File: src/rtl/uart_tx_core_if.sv
// rtl/uart_tx_core_if.sv - register-side and serial-side signals of the UART transmit engine
interface uart_tx_core_if #(
   parameter int DBIT   = 8,
   parameter int BAUD_W = 8
);
   logic [BAUD_W-1:0] baud_val;
   logic [DBIT-1:0]   data_in;
   logic              parity_en;
   logic              parity_odd;
   logic              tx_load;
   logic              tx;
   logic              tf_TXRDY;
   logic              tx_busy;
   logic              tx_ovr;

   modport master (
      output baud_val, data_in, parity_en, parity_odd, tx_load,
      input  tx, tf_TXRDY, tx_busy, tx_ovr
   );

   modport slave (
      input  baud_val, data_in, parity_en, parity_odd, tx_load,
      output tx, tf_TXRDY, tx_busy, tx_ovr
   );
endinterface

File: src/rtl/uart_tx_core.sv
// rtl/uart_tx_core.sv - UART frame serializer with one-entry holding register
module uart_tx_core #(
   parameter int DBIT   = 8,
   parameter int BAUD_W = 8
) (
   input  logic          pclk,
   input  logic          preset,
   uart_tx_core_if.slave bus
);
   localparam int BCW = (DBIT > 1) ? $clog2(DBIT) : 1;
   localparam logic [BCW-1:0] LAST_BIT = BCW'(DBIT - 1);

   typedef enum logic [2:0] {IDLE, START, DATA, PARITY, STOP} state_t;

   state_t            state_q, state_d;
   logic              hold_valid_q, hold_valid_d;
   logic [DBIT-1:0]   hold_data_q, hold_data_d;
   logic              hold_pen_q, hold_pen_d;
   logic              hold_podd_q, hold_podd_d;
   logic [BAUD_W-1:0] hold_baud_q, hold_baud_d;
   logic [DBIT-1:0]   shift_q, shift_d;
   logic              pen_q, pen_d;
   logic              par_q, par_d;
   logic [BAUD_W-1:0] baud_q, baud_d;
   logic [BAUD_W-1:0] cnt_q, cnt_d;
   logic [BCW-1:0]    bit_q, bit_d;
   logic              tx_q, tx_d;
   logic              rdy_q, busy_q, ovr_q;
   logic              accept, tick, load_frame;

   always_comb begin
      state_d      = state_q;
      hold_valid_d = hold_valid_q;
      hold_data_d  = hold_data_q;
      hold_pen_d   = hold_pen_q;
      hold_podd_d  = hold_podd_q;
      hold_baud_d  = hold_baud_q;
      shift_d      = shift_q;
      pen_d        = pen_q;
      par_d        = par_q;
      baud_d       = baud_q;
      cnt_d        = cnt_q;
      bit_d        = bit_q;
      load_frame   = 1'b0;
      accept       = bus.tx_load & rdy_q;
      tick         = (cnt_q == baud_q);

      if (accept) begin
         hold_valid_d = 1'b1;
         hold_data_d  = bus.data_in;
         hold_pen_d   = bus.parity_en;
         hold_podd_d  = bus.parity_odd;
         hold_baud_d  = bus.baud_val;
      end

      case (state_q)
         IDLE:   if (hold_valid_q) load_frame = 1'b1;
         START:  if (tick) begin
                    state_d = DATA;
                    bit_d   = '0;
                 end
         DATA:   if (tick) begin
                    shift_d = shift_q >> 1;
                    if (bit_q == LAST_BIT) begin
                       state_d = pen_q ? PARITY : STOP;
                       bit_d   = '0;
                    end else begin
                       bit_d = bit_q + 1'b1;
                    end
                 end
         PARITY: if (tick) state_d = STOP;
         STOP:   if (tick) begin
                    if (hold_valid_q) load_frame = 1'b1;
                    else              state_d    = IDLE;
                 end
         default: state_d = IDLE;
      endcase

      if (state_q != IDLE) cnt_d = tick ? '0 : cnt_q + 1'b1;

      // A held byte moves into the shifter from IDLE or straight out of STOP (no idle gap)
      if (load_frame) begin
         state_d      = START;
         hold_valid_d = 1'b0;
         shift_d      = hold_data_q;
         pen_d        = hold_pen_q;
         par_d        = (^hold_data_q) ^ hold_podd_q;
         baud_d       = hold_baud_q;
         cnt_d        = '0;
         bit_d        = '0;
      end

      case (state_d)
         START:   tx_d = 1'b0;
         DATA:    tx_d = shift_d[0];
         PARITY:  tx_d = par_d;
         default: tx_d = 1'b1;
      endcase
   end

   always_ff @(posedge pclk) begin
      if (preset) begin
         state_q      <= IDLE;
         hold_valid_q <= 1'b0;
         hold_data_q  <= '0;
         hold_pen_q   <= 1'b0;
         hold_podd_q  <= 1'b0;
         hold_baud_q  <= '0;
         shift_q      <= '0;
         pen_q        <= 1'b0;
         par_q        <= 1'b0;
         baud_q       <= '0;
         cnt_q        <= '0;
         bit_q        <= '0;
         tx_q         <= 1'b1;
         rdy_q        <= 1'b1;
         busy_q       <= 1'b0;
         ovr_q        <= 1'b0;
      end else begin
         state_q      <= state_d;
         hold_valid_q <= hold_valid_d;
         hold_data_q  <= hold_data_d;
         hold_pen_q   <= hold_pen_d;
         hold_podd_q  <= hold_podd_d;
         hold_baud_q  <= hold_baud_d;
         shift_q      <= shift_d;
         pen_q        <= pen_d;
         par_q        <= par_d;
         baud_q       <= baud_d;
         cnt_q        <= cnt_d;
         bit_q        <= bit_d;
         tx_q         <= tx_d;
         rdy_q        <= ~hold_valid_d;
         busy_q       <= (state_d != IDLE);
         ovr_q        <= bus.tx_load & ~rdy_q;
      end
   end

   assign bus.tx       = tx_q;
   assign bus.tf_TXRDY = rdy_q;
   assign bus.tx_busy  = busy_q;
   assign bus.tx_ovr   = ovr_q;
endmodule

File: src/flat_wrapper.sv
// flat-port wrapper written by rule: the top's interface ports become plain ports
module uart_tx_core_flat 
#(
   parameter int DBIT   = 8,
   parameter int BAUD_W = 8
)
  (pclk, preset, bus_baud_val, bus_data_in, bus_parity_en, bus_parity_odd, bus_tx_load, bus_tx, bus_tf_TXRDY, bus_tx_busy, bus_tx_ovr);
  uart_tx_core_if #(.DBIT(DBIT), .BAUD_W(BAUD_W)) bus_i ();
  input  logic pclk;
  input  logic preset;
  input wire logic [$bits(bus_i.baud_val)-1:0] bus_baud_val;
  input wire logic [$bits(bus_i.data_in)-1:0] bus_data_in;
  input wire logic [$bits(bus_i.parity_en)-1:0] bus_parity_en;
  input wire logic [$bits(bus_i.parity_odd)-1:0] bus_parity_odd;
  input wire logic [$bits(bus_i.tx_load)-1:0] bus_tx_load;
  output wire logic [$bits(bus_i.tx)-1:0] bus_tx;
  output wire logic [$bits(bus_i.tf_TXRDY)-1:0] bus_tf_TXRDY;
  output wire logic [$bits(bus_i.tx_busy)-1:0] bus_tx_busy;
  output wire logic [$bits(bus_i.tx_ovr)-1:0] bus_tx_ovr;
  assign bus_i.baud_val = bus_baud_val;
  assign bus_i.data_in = bus_data_in;
  assign bus_i.parity_en = bus_parity_en;
  assign bus_i.parity_odd = bus_parity_odd;
  assign bus_i.tx_load = bus_tx_load;
  assign bus_tx = bus_i.tx;
  assign bus_tf_TXRDY = bus_i.tf_TXRDY;
  assign bus_tx_busy = bus_i.tx_busy;
  assign bus_tx_ovr = bus_i.tx_ovr;
  uart_tx_core #(.DBIT(DBIT), .BAUD_W(BAUD_W)) u_core (.pclk(pclk), .preset(preset), .bus(bus_i));
endmodule
File: config.mk
export PLATFORM = sky130hd
export DESIGN_NAME = uart_tx_core_flat
export DESIGN_NICKNAME = d
export VERILOG_FILES = /design/src/rtl/uart_tx_core_if.sv /design/src/rtl/uart_tx_core.sv /design/src/flat_wrapper.sv
export SDC_FILE = /design/constraint.sdc
export NUM_CORES = 1
export LEC_CHECK = 0
export CORE_MARGIN = 8
export CORE_UTILIZATION = 40
export CTS_CLUSTER_SIZE = 28
export DETAILED_ROUTE_END_ITERATION = 8
export GPL_TIMING_DRIVEN = 0
export HOLD_SLACK_MARGIN = 0.15
export SKIP_LAST_GASP = 1
export SYNTH_ARGS = -nofsm -noshare
export SYNTH_HDL_FRONTEND = slang
export SYNTH_SLANG_ARGS = --single-unit
File: constraint.sdc
create_clock -name pclk -period 5.7 [get_ports pclk]
set_input_delay 1.425 -clock pclk [delete_from_list [all_inputs] [get_ports pclk]]
set_output_delay 1.425 -clock pclk [all_outputs]
set_load 0.03 [all_outputs]
# Yosys cells after proc, flatten, opt, wreduce, memory -nomap -nowiden
# Cells that the tools add are included.
[classes]
n_reduce_logical = 10
add_sub_neg = 2
bitwise = 5
n_mux = 24
n_eq_ne = 11
[op_table]
columns = ["cell", "n"]
rows = [
  ["2-to-1 mux 3 bit", 11],
  ["2-to-1 mux 8 bit", 4],
  ["one-hot mux 3 bit (5 select lines)", 1],
  ["== test 3 x 2 -> 1 bit (second input constant)", 4],
  ["adder 8 x 1 -> 8 bit (second input constant)", 1],
  ["== test 8 bit", 1],
  ["XOR reduction 8 bit", 1],
  ["== test 3 x 1 -> 1 bit (second input constant)", 2],
  ["== test 3 bit (second input constant)", 2],
  ["one-hot mux 3 bit (2 select lines)", 1],
  ["nonzero test 2 bit", 3],
  ["nonzero test 3 bit", 2],
  ["2-to-1 mux 1 bit", 5],
  ["inequality test 2 x 1 -> 1 bit (second input constant)", 2],
  ["adder 3 x 1 -> 3 bit (second input constant)", 1],
  ["zero test 3 bit", 1],
  ["one-hot mux 1 bit (3 select lines)", 1],
  ["AND reduction 3 bit", 1],
  ["AND 1 bit", 2],
  ["NOT 1 bit", 2],
  ["one-hot mux 1 bit (2 select lines)", 1],
  ["AND reduction 2 bit", 1],
  ["OR reduction 2 bit", 1],
  ["XOR 1 bit", 1],
]
[word_totals]
elab_cells = 69
regBits = 55

# Depth between registers and ports, before layout
# Gate-level depths: netlist (run 1).
[depth]
ltp_word = 7
ltp_mapped = 7
depth_no_buf = 7

# Least setup slack after synthesis (run 1)
# No wires, ideal clock.
[synth_path]
path_type = "register to register"
from = "register u_core.cnt_q[6]"
to = "register u_core.tx_q, in the netlist u_core.bus.tx"
stages_incl_launch_ff = 7
t_required_ns = 5.586
setup_slack_ns = 3.537
period_less_slack_ns = 2.163
setup_ns = 0.114
arrival_ns = 2.049
path_cell_list = "dfxtp_1 -> xor2_1 -> nor4_2 -> nand3_2 -> mux2_4 -> or4_1 -> a21o_1"
[synth_via]
elab_chain_len = 6
word_cells_on_any_way = 17
cone_classes = "4 x eq/ne; 13 x mux"
[synth_rtl]
columns = ["item", "line", "source"]
rows = [
  ["start: declaration", "uart_tx_core.sv:25", "logic [BAUD_W-1:0] cnt_q, cnt_d;"],
  ["start signal: assignment", "uart_tx_core.sv:130", "cnt_q <= cnt_d;"],
  ["== test 8 bit (*)", "uart_tx_core.sv:46", "tick = (cnt_q == baud_q);"],
  ["2-to-1 mux 3 bit, or another cell as far along", "uart_tx_core.sv:72", "STOP: if (tick) begin"],
  ["one-hot mux 3 bit (5 select lines) or one-hot mux 1 bit (2 select lines) (tied branches)", "uart_tx_core.sv:56", "case (state_q)"],
  ["2-to-1 mux 3 bit", "uart_tx_core.sv:82", "if (load_frame) begin"],
  ["== test 3 x 2 -> 1 bit or == test 3 x 1 -> 1 bit (tied branches)", "uart_tx_core.sv:93", "case (state_d)"],
  ["one-hot mux 1 bit (3 select lines) (*)", "uart_tx_core.sv:93", ""],
  ["end signal: assignment", "uart_tx_core.sv:132", "tx_q <= tx_d;"],
  ["end: declaration", "uart_tx_core.sv:27", "logic tx_q, tx_d;"],
]
# Every way passes the cells marked *; elsewhere a longest branch is shown, timed or not. The select of a mux whose other input is x is not followed.
# A chain may end at the register's enable or synchronous reset.

# Worst setup path after layout (run 1)
[layout_path]
from = "register u_core.rdy_q, in the netlist u_core.bus.tf_TXRDY"
to = "output bus_tf_TXRDY"
[layout_lines]
columns = ["item", "line", "source"]
rows = [
  ["start: declaration", "uart_tx_core.sv:28", "logic rdy_q, busy_q, ovr_q;"],
  ["start signal: assignment", "uart_tx_core.sv:133", "rdy_q <= ~hold_valid_d;"],
  ["end: declaration", "flat_wrapper.sv:17", "output wire logic [$bits(bus_i.tf_TXRDY)-1:0] bus_tf_TXRDY;"],
]
# No word-level cell between the ends.

==> results of run 1 <==
kinds of logic (layout without fill, tap and decap cells):
family                   count (synthesis)  count (layout)  synth area share
AND/OR/NAND/NOR                        129             129             0.248
AO/OA/AOI/OAI                           50              50             0.132
buffers and inverters                   16              46            0.0271
multiplexers                             3               3            0.0149
XOR/XNOR                                23              23            0.0945
adder cells (fa/ha/maj)                  3               3            0.0159
flip-flops                              55              55             0.467
path summary, 6_finish.rpt:
kind | depth (start not counted) | to
max reg2reg | 6 | u_core.bus.tx
max | 1 | bus_tf_TXRDY
min | 2 | u_core.baud_q[3]
min reg2reg | 2 | u_core.baud_q[3]
cells in the mapped netlist (3+ instances only):
library cell | count | share of area
xnor2_1 | 7 | 0.026
a311oi_1 | 6 | 0.022
nand2_1 | 78 | 0.12
clkbuf_1 | 13 | 0.021
dfxtp_1 | 55 | 0.47
buf_2 | 3 | 0.0064
nand3_1 | 6 | 0.013
a21oi_1 | 31 | 0.066
ha_1 | 3 | 0.016
xor2_1 | 14 | 0.052
nor4_1 | 7 | 0.019
nor3_1 | 6 | 0.013
nor2_1 | 15 | 0.024
sequential cells by signal, summed over array words and instances, names as in the netlist:
register             cells
u_core.hold_pen_q        1
u_core.hold_valid_q      1
u_core.bus.tx_busy       1
u_core.bus.tf_TXRDY      1
u_core.hold_data_q       8
u_core.hold_baud_q       8
u_core.shift_q           8
u_core.bus.tx_ovr        1
u_core.baud_q            8
u_core.hold_podd_q       1
u_core.bus.tx            1
u_core.cnt_q             8
u_core.pen_q             1
u_core.state_q           3
u_core.par_q             1
u_core.bit_q             3
layer usage:
layer	share of wire	vias up	routed length (um)	global-route usage
li1	-	1006	-	-
met1	0.51	891	2680	0.167
met2	0.45	29	2370	0.204
met3	0.033	6	174	0.0332
met4	0.013	0	68	0.0510
met5	0	-	0	0
cell type report:
cell class | instances | area share
Clock buffer | 6 | 0.0261
Tap cell | 75 | 0.0337
Clock inverter | 1 | 0.0108
Timing Repair Buffer | 23 | 0.0827
Multi-Input combinational cell | 208 | 0.428
Buffer | 16 | 0.0229
Sequential cell | 55 | 0.396
through the flow:
step	worst slack (ns)	total power [mW]
after global placement	2.87	0.612
after CTS	2.87	0.862
after global routing	2.85	0.897
final	2.89	0.855
after floorplan	3.54	0.558
after detailed placement	2.84	0.615
power groups by stage:
stage / Sequential (mW) / Clock, mW / Combinational (mW)
after floorplan: 0.442 / 0 / 0.116
after global placement: 0.438 / 0 / 0.174
after detailed placement: 0.439 / 0 / 0.175
after CTS: 0.430 / 0.256 / 0.176
after global routing: 0.434 / 0.269 / 0.194
final: 0.430 / 0.250 / 0.175
cell usage in the layout, fill, tap and decap left out, types with 2 or more instances in the layout:
cell type	n
clkbuf_1	14
mux2i_1	2
or3_1	2
a22oi_1	2
xor2_1	14
nor2b_1	2
a311oi_1	6
nor3_1	6
ha_1	3
buf_2	3
clkbuf_8	5
nand4_1	2
nor4_2	2
nand3_1	6
nand2_1	78
nand2b_1	2
nor2_1	15
dfxtp_1	55
a21o_1	2
nor4_1	7
clkdlybuf4s50_1	23
a21oi_1	31
xnor2_1	7
tightest hold or removal path, delay by kind of cell (launching register included):
kind               cells  cell delay, ns
DFF                    1            0.32
and+or+nand+nor        1            0.05
AOI/OAI and AO/OA      1            0.05
==> metrics.md, run 1 <==
| Metric | Value |
|---|---|
| Outcome | finished, final reports clean |
| Endpoints failing setup | 0 |
| Drt drc | 0 |
| Vias in the first global route | 1919 |
| Nets | 333 |
| Vias | 1932 |
| Slew Limit Fails | 0 |
| Wirelength, routed | 5.29 mm |
| Layout cells sized above 1 | 0.0550 |
| Post-DRT Antenna Nets | 0 |
| Initial DRT Pass Iterations | 4 |
| Global-route wire length before repair | 9.18 mm |
| Combinational share of power | 0.205 |
| P&R area growth vs syn | 18.1% |
| Worst hold start | u_core.hold_baud_q[3] |
| CP Capture Type | output pin |
| Leak | 1.05 nW |
| Core ar. | 0.00582 mm2 |
| Finished Layout Cells | 384 |
| Clock Pin Slew Worst Setup and Hold Paths | 0.09 ns |
| Worst-Margin Slew | 0.542 ns |
| GRT Util Overall | 0.130 |
| Critical Path Max Stage Delay | 0.69 ns |
| Max-Slew Margin vs Limit | 0.637 |
| Main synth FF type | dfxtp_1 |
| Element type at the critical path start | flop |
| Seq. cell area | 0.00110 mm2 |
| PwrDens | 307 mW/mm2 |
| Synthesized area per cell | 8.45 um2 |
| Grt ovf | 0 |
| Minimum clock period | 2.81 ns |
| Switch share | 0.286 |
| Worst Setup SP | u_core.bus.tf_TXRDY |
| Yosys reg bits | 55 |
| Cell-internal power | 0.611 mW |
| TritonCTS clock tree | yes |
| Antenna violations before repair | 0 |
| Area after DPL | 0.00268 mm2 |
| Seq pwr share | 0.503 |
| CP Cell Sequence | clkdlybuf4s50_1 |
| Number of buffers created by CTS | 5 |
| Post-synthesis net count | 303 |
| Mapped cell area | 0.00236 mm2 |
| Placed insts | 377 |
| Post-synth cell types | 40 |
| Register area share after synthesis | 0.467 |
| Max_cap viols | 0 |
| Sum Neg Setup Slack | 0 ns |
| Post-layout util | 0.479 |
| Final Cycle Share | 0.493 |
| WS Path Type | flop to output pin |
| Hold Slack | 0.456 ns |
| Post-synth EDFFs | 0 |
| CP required | 4.28 ns |
| Power share of the clock group | 0.292 |
| Worst reg2reg startpoint | u_core.cnt_q[1] |
| FF-to-FF setup slack | 3.27 ns |
| Die area | 0.00861 mm2 |
| Starting Density | 0.405 |
| GP Congestion | 0.834 |
| Fin. Hold Viols | 0 |
| Max frequency | 356 MHz |
| Largest net degree at the start of global routing | 16 |
| Die Wd | 92.8 um |
| Wire per inst | 13.8 um |
| Family with the most delay on the worst path | buffers and inverters |
| DP HPWL | 3.82 mm |
| Number of clock sinks | 55 |
| Htree depth | 2 |
| Worst Clk Skew | 0.00658 ns |
| ANT cells | 0 |
| Post-route cell area | 0.00278 mm2 |
| Vias/cell | 5.03 |
| Row count | 28 |
| RSZ-0062 raised after global routing | false |
| Multi-input logic area | 0.00119 mm2 |
| Root Buffer | clkbuf_8 |
| Slowest stage cell on the critical path | clkdlybuf4s50_1 |
| Input/output buffers | 23 |
| Crit path DAT | 1.39 ns |
| Post-CTS Setup Inserts | 0 |
| Cells after Synth | 279 |
| Worst Path Max Fanout | 4 |
| CTS Hold Buffers Added | 0 |
| Post_cts resized | 0 |
| Worst Path Buf+Inv | 1 |
| Worst Hold Class | flop to flop |
| Peak VDD IR | 163 uV |
| Latest clock arrival within the worst-skew pair | 0.31 ns |
| Die Span Y | 92.8 um |
| Synthesis warning total | 0 |
| Async SR Flop Fraction | 0 |
| Total net switching power | 0.245 mW |
| I/O pins | 25 |
| Filler cell count | 644 |
| Max Buffers Root-to-Sink | 2 |
| DR iter-0 viols | 124 |
(Power assumes the default switching activity.)
==> inputs of run 2 (changes only) <==
clock period = 2.6 ns   (was 5.7 ns; I/O delays follow)
==> metrics.md, run 2 (synthesis gave the netlist of run 1 again) <==
| Metric | Value |
|---|---|
| CP Cell Sequence | xor2_2 > nor4_2 > nand3_2 > mux2_4 > or4_1 > a21o_1 |
| Number of clock sinks | 55 |
| Slowest stage cell on the critical path | or4_1 |
| Worst-Margin Slew | 0.541 ns |
| Critical Path Max Stage Delay | 0.49 ns |
| Wirelength, routed | 5.28 mm |
| Setup ws final | 0.166 ns |
| ANT cells | 0 |
| Clock Pin Slew Worst Setup and Hold Paths | 0.09 ns |
| Top Layer Used | met4 |
| Crit path DAT | 2.64 ns |
| Worst Setup SP | u_core.cnt_q[1] |
| R2R depth | 6 |
| Grt ovf | 0 |
| Max frequency | 411 MHz |
| Cell-internal power | 1.34 mW |
| Peak VDD IR | 357 uV |
| GP Congestion | 0.834 |
| Max-Slew Margin vs Limit | 0.639 |
| WS Path Type | flop to flop |
| Worst Hold Class | flop to flop |
| Vias | 1943 |
| CP Capture Type | flop |
| Worst Path Max Fanout | 9 |
| Endpoints failing setup | 0 |
| Latest clock arrival within the worst-skew pair | 0.30 ns |
| Power share of the clock group | 0.291 |
| Placed insts | 377 |
| Total net switching power | 0.538 mW |
| Area after DPL | 0.00268 mm2 |
| Post-CTS Setup Inserts | 0 |
| Die Span Y | 92.8 um |
| Max_cap viols | 0 |
| Element type at the critical path start | flop |
| Worst Setup EP | u_core.bus.tx |
| Pre-CTS setup slack | 0.191 ns |
| P&R area growth vs syn | 18.4% |
| Outcome | finished, final reports clean |
| Root Buffer | clkbuf_8 |
| R2R Path End | u_core.bus.tx |
| Layout cells sized above 1 | 0.0550 |
| Leak | 1.05 nW |
| PwrDens | 673 mW/mm2 |
| Drt drc | 0 |
| DP HPWL | 3.82 mm |
| Final Cycle Share | 0.936 |
| DR WL met2 | 2.36 mm |
| Most frequent cells in the layout | nand2_1, dfxtp_1, a21oi_1 |
| Number of buffers created by CTS | 5 |
| Fin. Hold Viols | 0 |
| Slew Limit Fails | 0 |
| Initial DRT Pass Iterations | 4 |
| Max Buffers Root-to-Sink | 2 |
| Combinational share of power | 0.207 |
| Met3 wire len | 190 um |
| Worst Clk Skew | 0.00538 ns |
| Leading cell type in the layout, fill and taps excluded | nand2_1 |
| FF-to-FF setup slack | 0.17 ns |
| I/O pins | 25 |
| Metal-1 WL | 2.66 mm |
| Die Wd | 92.8 um |
| Nets | 333 |
| Post-DRT Antenna Nets | 0 |
| Minimum clock period | 2.43 ns |
| Post-route cell area | 0.00279 mm2 |
| Row count | 28 |
| RSZ-0062 raised after global routing | true |
| Seq pwr share | 0.502 |
| TritonCTS clock tree | yes |
| Die area | 0.00861 mm2 |
| Vias/cell | 5.06 |
| Global-route wire length before repair | 9.18 mm |
| CTS Hold Buffers Added | 0 |
| CP required | 2.81 ns |
| DR iter-0 viols | 137 |
| Worst reg2reg startpoint | u_core.cnt_q[1] |
| Largest net degree at the start of global routing | 16 |
| Finished Layout Cells | 384 |
| Core ar. | 0.00582 mm2 |
| Antenna violations before repair | 0 |
| Switch share | 0.287 |
| Input/output buffers | 23 |
| Starting Density | 0.405 |
| GRT Util Overall | 0.130 |
| Wire per inst | 13.8 um |
| Htree depth | 2 |
| Vias in the first global route | 1919 |
[run 2: timing repair]
item,4_1_cts,5_1_grt
hold endpoints to repair,0,0
resized for setup,0,1
endpoints found under the setup margin,0,6
[run 2: per-stage QoR]
step,TNS (ns),power (mW),util,hold WS [ns]
6_report,0,1.88,0.480,0.456
2_1_floorplan,0,1.22,-,0.432
3_5_place_dp,0,1.35,0.461,0.448
5_1_grt,-0.0191,1.97,0.480,0.473
4_1_cts,0,1.89,0.479,0.462
3_3_place_gp,0,1.34,0.461,0.442
[run 2: final cells by class]
class	count	area, um2
multi-input cells	208	1200
fillers	643	3030
flip-flops and latches	55	1100
clock buffers	6	72.6
well taps	75	93.8
clock inverters	1	30.0
repair buffers	23	230
plain buffers	16	63.8
[run 2: worst min-delay path by stage]
stage | start | end | depth (start not counted)
after global placement | u_core.hold_baud_q[7] | u_core.baud_q[7] | 2
after detailed placement | u_core.hold_baud_q[0] | u_core.hold_baud_q[0] | 2
final | u_core.hold_baud_q[3] | u_core.baud_q[3] | 2
after global routing | u_core.hold_baud_q[1] | u_core.baud_q[1] | 2
after floorplan | u_core.hold_baud_q[0] | u_core.baud_q[0] | 2
after CTS | u_core.hold_baud_q[3] | u_core.baud_q[3] | 2
[run 2: power groups by stage]
stage	logic [mW]	clock network, mW	registers [mW]
global placement	0.381	0	0.961
detailed placement	0.384	0	0.963
floorplan	0.255	0	0.969
finish	0.388	0.546	0.943
CTS	0.386	0.561	0.944
global route	0.430	0.590	0.951
[run 2: routing by layer]
metal / vias up / track usage
met4: 0 / 0.0510
li1: 1005 / -
met3: 6 / 0.0332
met2: 32 / 0.204
met1: 900 / 0.167
met5: - / 0
[run 2: critical path, delay by kind of cell, from the launching register on]
family	cells	cell delay, ns
AND/OR/NAND/NOR	3	1.19
flip-flops	1	0.48
multiplexers	1	0.38
XOR/XNOR	1	0.10
AO/OA/AOI/OAI	1	0.18
